==> src/rtl/lsu_ctrl.sv <==
// Load/store unit: sizes core loads/stores and issues word-aligned bus transactions.
// Accesses that cross a word boundary are split into a LO and a HI transaction.
module lsu_ctrl (
    input  logic        clk,
    input  logic        rst_n,
    input  logic        req_valid,
    output logic        req_ready,
    input  logic [2:0]  is_load,
    input  logic [1:0]  is_store,
    input  logic [31:0] addr,
    input  logic [31:0] wr_data,
    output logic        resp_valid,
    output logic [31:0] rd_data,
    output logic        mem_req,
    output logic        mem_we,
    output logic [3:0]  mem_be,
    output logic [31:0] mem_addr,
    output logic [31:0] mem_wdata,
    input  logic        mem_gnt,
    input  logic        mem_rvalid,
    input  logic [31:0] mem_rdata
);

    typedef enum logic [2:0] {IDLE, REQ_LO, RSP_LO, REQ_HI, RSP_HI, DONE} state_t;

    state_t      state, state_nxt;
    logic [31:0] op_addr, op_wdata, lo_word, hi_word;
    logic        op_store, op_load, op_signed;
    logic [2:0]  op_size;

    logic        dec_store, dec_load, dec_signed;
    logic [2:0]  dec_size;

    logic [1:0]  offset;
    logic [4:0]  bit_shift;
    logic [3:0]  base_mask;
    logic [7:0]  mask;
    logic        split;
    logic [63:0] wshift;
    logic [31:0] lo_addr, hi_addr, shifted, load_val;

    // A nonzero store encoding wins over any load encoding.
    always_comb begin
        dec_store  = (is_store != 2'b00);
        dec_load   = 1'b0;
        dec_signed = 1'b0;
        dec_size   = 3'd4;
        if (dec_store) begin
            case (is_store)
                2'b01:   dec_size = 3'd1;
                2'b10:   dec_size = 3'd2;
                default: dec_size = 3'd4;
            endcase
        end else begin
            case (is_load)
                3'b001: begin dec_load = 1'b1; dec_signed = 1'b1; dec_size = 3'd1; end
                3'b010: begin dec_load = 1'b1; dec_signed = 1'b1; dec_size = 3'd2; end
                3'b011: begin dec_load = 1'b1; dec_size = 3'd4; end
                3'b101: begin dec_load = 1'b1; dec_size = 3'd1; end
                3'b110: begin dec_load = 1'b1; dec_size = 3'd2; end
                default: ;
            endcase
        end
    end

    always_comb begin
        offset    = op_addr[1:0];
        bit_shift = {offset, 3'b000};
        case (op_size)
            3'd1:    base_mask = 4'b0001;
            3'd2:    base_mask = 4'b0011;
            default: base_mask = 4'b1111;
        endcase
        mask    = {4'b0000, base_mask} << offset;
        split   = |mask[7:4];
        // Upper half of the shifted store data is exactly the HI-lane data.
        wshift  = {32'h0, op_wdata} << bit_shift;
        lo_addr = {op_addr[31:2], 2'b00};
        hi_addr = lo_addr + 32'd4;
        shifted = 32'({hi_word, lo_word} >> bit_shift);
        case (op_size)
            3'd1:    load_val = op_signed ? {{24{shifted[7]}}, shifted[7:0]}
                                          : {24'h0, shifted[7:0]};
            3'd2:    load_val = op_signed ? {{16{shifted[15]}}, shifted[15:0]}
                                          : {16'h0, shifted[15:0]};
            default: load_val = shifted;
        endcase
    end

    always_comb begin
        state_nxt  = state;
        req_ready  = 1'b0;
        resp_valid = 1'b0;
        rd_data    = '0;
        mem_req    = 1'b0;
        mem_we     = 1'b0;
        mem_be     = '0;
        mem_addr   = '0;
        mem_wdata  = '0;
        case (state)
            IDLE: begin
                req_ready = 1'b1;
                if (req_valid)
                    state_nxt = (dec_store || dec_load) ? REQ_LO : DONE;
            end
            REQ_LO: begin
                mem_req   = 1'b1;
                mem_we    = op_store;
                mem_addr  = lo_addr;
                mem_be    = op_store ? mask[3:0] : 4'b0000;
                mem_wdata = op_store ? wshift[31:0] : 32'h0;
                if (mem_gnt)
                    state_nxt = !op_store ? RSP_LO : (split ? REQ_HI : DONE);
            end
            RSP_LO: if (mem_rvalid) state_nxt = split ? REQ_HI : DONE;
            REQ_HI: begin
                mem_req   = 1'b1;
                mem_we    = op_store;
                mem_addr  = hi_addr;
                mem_be    = op_store ? mask[7:4] : 4'b0000;
                mem_wdata = op_store ? wshift[63:32] : 32'h0;
                if (mem_gnt)
                    state_nxt = op_store ? DONE : RSP_HI;
            end
            RSP_HI: if (mem_rvalid) state_nxt = DONE;
            DONE: begin
                resp_valid = 1'b1;
                rd_data    = op_load ? load_val : 32'h0;
                state_nxt  = IDLE;
            end
            default: state_nxt = IDLE;
        endcase
    end

    always_ff @(posedge clk or negedge rst_n) begin
        if (!rst_n) begin
            state     <= IDLE;
            op_addr   <= '0;
            op_wdata  <= '0;
            op_store  <= 1'b0;
            op_load   <= 1'b0;
            op_signed <= 1'b0;
            op_size   <= 3'd4;
            lo_word   <= '0;
            hi_word   <= '0;
        end else begin
            state <= state_nxt;
            if (state == IDLE && req_valid) begin
                op_addr   <= addr;
                op_wdata  <= wr_data;
                op_store  <= dec_store;
                op_load   <= dec_load;
                op_signed <= dec_signed;
                op_size   <= dec_size;
                lo_word   <= '0;
                hi_word   <= '0;
            end
            if (state == RSP_LO && mem_rvalid) lo_word <= mem_rdata;
            if (state == RSP_HI && mem_rvalid) hi_word <= mem_rdata;
        end
    end

endmodule
==> config.mk <==
export PLATFORM = sky130hd
export DESIGN_NAME = lsu_ctrl
export DESIGN_NICKNAME = d
export VERILOG_FILES = /design/src/rtl/lsu_ctrl.sv
export SDC_FILE = /design/constraint.sdc
export NUM_CORES = 1
export LEC_CHECK = 0
export CAP_MARGIN = 20
export CORE_MARGIN = 2
export CORE_UTILIZATION = 50
export CTS_CLUSTER_DIAMETER = 150
export DETAILED_ROUTE_END_ITERATION = 7
export PLACE_DENSITY = 0.82
export SLEW_MARGIN = 0
export SYNTH_ARGS = -nofsm -noshare
export SYNTH_HDL_FRONTEND = slang
export SYNTH_SLANG_ARGS = --single-unit
==> constraint.sdc <==
create_clock -name clk -period 3.5 [get_ports clk]
set_input_delay 0.7 -clock clk [delete_from_list [all_inputs] [get_ports clk]]
set_output_delay 0.7 -clock clk [all_outputs]
set_load 0.01 [all_outputs]
==> out/summary.txt <==
Clock Sinks -> 129
Die width -> 130 µm
Asr flop ratio synth -> 100%
Final setup violating endpoints -> 0
Vias in the first global route -> 6889
Clock Latency Late Sink -> 0.42 ns
Crit end category -> output pin
PD cells -> 838 nW/µm²
Crit path required time -> 2.80 ns
Crit path kind -> flop to output pin
CP Launch Point -> op_addr[0]
Largest net degree at the start of global routing -> 79
Core area -> 15300 µm²
H-tree Lvls -> 4
Worst EP arrival -> 2.76 ns
Max Cap Viol -> 0
RSZ-0062 raised after global routing -> true
Starting DRT DRC Count -> 650
Router iterations before antenna repair -> 7
Leak -> 4.39 nW
Initial antenna violation count -> 0
Sequential fraction of the synthesis area -> 40.8%
Switch share -> 38.4%
Ratio of cells with drive above 1 in the final layout -> 18.6%
Worst flop-to-flop path endpoint -> state[2]
Grt total ovfl -> 0
CTS tree -> yes
# IOs -> 210
Most frequent cells in the layout -> clkdlybuf4s50_1 (197), nand2_1 (149), dfrtp_1 (116)
CP Max Fanout -> 11
Tightest Pin Transition -> 0.607 ns
Fin. max-slew vios -> 0
Post-DP HPWL -> 16000 µm
Tot GR Track Use -> 27.2%
Crit share post-route -> 99.0%
Slew margin rel. -> 59.1%
Worst Setup Start Kind -> flop
Fin Hold WS -> 0.295 ns
Comb pwr share -> 46.9%
Cell area after synthesis -> 7910 µm²
Worst-path clk slew -> 0.06 ns
Worst VDD drop -> 0.478 mV
Clk pwr share -> 20.8%
Num CTS Buffers -> 17
R2R cell count -> 5
Sw Pwr -> 3.54 mW
Nets -> 1136
Die area -> 16800 µm²
R2r setup slk -> 1.35 ns
Routed via count -> 7355
Initial Util -> 51.6%
Layout area overhead -> 38.8%
Via density -> 5.89
Run status -> finished, final reports clean
Row Count -> 45
EDFF count, synth -> 0
Worst hold path type -> primary input to async pin
FMAX -> 289 MHz
Worst r2r src -> op_addr[0]
Unique masters post-synth -> 58
Die H -> 130 µm
Setup TNS -> 0 ns
Antenna cells -> 0
First-pass GRT wire length -> 35700 µm
Antenna-violating nets left -> 0
Sequential cell fraction of total power -> 32.3%
Seq cells post-synth -> 129
Wire per inst -> 18.3 µm
Commonest non-fill, non-tap cell in the layout -> clkdlybuf4s50_1
Mapped Cells -> 828
WL final -> 22900 µm
Root Buffer -> clkbuf_16
Max clock buf depth -> 2
Fillers -> 1171
Final Hold Fails -> 0
Yosys warns -> 0
Routability Congestion -> 0.932
Clk_skew -> 0.00935 ns
Int Pwr -> 5.66 mW
Residual DRC -> 0
Dominant synthesized flop cell -> dfrtp_1
Worst setup path endpoint -> mem_be[0]
Min Clock Period, post-route -> 3.46 ns
Port bufs -> 207
Syn Area/Cell -> 9.55 µm²
-- cell type report --
class / instances / area, µm² / share of cell area [%]
clock buffers: 19 / 453 / 4.13
clock inverters: 12 / 181 / 1.65
inverters: 9 / 33.8 / 0.308
multi-input cells: 629 / 4430 / 40.3
flip-flops and latches: 129 / 3250 / 29.6
well taps: 211 / 264 / 2.41
repair buffers: 240 / 2370 / 21.6
-- worst min path at each step --
stage,endpoint,cells past startpoint
after floorplan,hi_word[0],0
after global placement,op_load,2
after detailed placement,op_load,2
after CTS,hi_word[12],1
after global routing,hi_word[12],1
final,hi_word[12],1
-- Yosys cell counts, types with 13 or more instances --
| master | count | area, µm² |
|---|---|---|
| a21oi_1 | 37 | 185 |
| and2_1 | 13 | 81.3 |
| clkbuf_1 | 37 | 139 |
| dfrtp_1 | 128 | 3200 |
| mux2_2 | 64 | 721 |
| mux2i_1 | 28 | 280 |
| mux4_2 | 32 | 721 |
| nand2_1 | 153 | 574 |
| nand3_1 | 13 | 65.1 |
| nor2_1 | 61 | 229 |
| nor2b_1 | 14 | 87.6 |
| o21ai_0 | 78 | 390 |
-- metal layers --
layer  share of wire (%)  wire length [µm]  vias to the layer above  global-route usage [%]
met3                 7.2              1650                       48                    5.00
met5                   0                 0                        -                       0
met2                  48             10900                      331                    42.9
met1                  43              9760                     3598                    38.1
met4                 2.4               556                        0                    9.61
li1                    -                 -                     3378                       -
-- cell families after synthesis --
group | count (synthesis) | synth area share, %
multiplexers | 124 | 21.8
AND/OR/NAND/NOR | 312 | 18.4
buffers and inverters | 71 | 3.80
adder cells (fa/ha/maj) | 4 | 0.633
AO/OA/AOI/OAI | 177 | 13.4
other | 1 | 0.0474
XOR/XNOR | 10 | 1.11
flip-flops | 129 | 40.8
-- what timing repair did --
action,in CTS,in global routing
endpoints found under the setup margin,9,43
gates resized for setup,6,21
pin swaps,2,2
hold buffers,0,0
buffers inserted,6,3
-- registers in the layout (all words and copies together), names as in the netlist --
signal,flops
lo_word,32
op_addr,32
op_wdata,32
hi_word,24
op_size,3
state,3
op_load,1
op_signed,1
op_store,1
-- power by group through the flow --
stage / clock network [mW] / logic (mW) / registers (mW)
final: 1.91 / 4.32 / 2.97
after global routing: 2.01 / 4.68 / 3.07
after CTS: 1.94 / 4.28 / 2.94
after detailed placement: 0 / 4.22 / 2.96
after global placement: 0 / 4.14 / 2.92
after floorplan: 0 / 2.90 / 2.66
-- critical path: stages (launching register included) --
cell and delay [ns]:
dfrtp_4 0.57, buf_4 0.22, or4b_2 0.71, nand4_1 0.21, o22ai_1 0.11, clkdlybuf4s50_1 0.52
-- metrics by stage --
stage / total power, mW / instance area [µm²] / utilization (%) / std cells / setup slack [ns]
5_1_grt: 9.76 / 11000 / 71.7 / 1249 / -0.0321
3_3_place_gp: 7.06 / 10200 / 66.7 / 1209 / 0.333
4_1_cts: 9.16 / 10900 / 71.2 / 1246 / 0.00561
3_5_place_dp: 7.19 / 10200 / 66.7 / 1209 / 0.267
2_1_floorplan: 5.56 / 7910 / - / 829 / 0.799
6_report: 9.20 / 11000 / 71.7 / 1249 / 0.0350
Power figures use the tool's default switching activity.
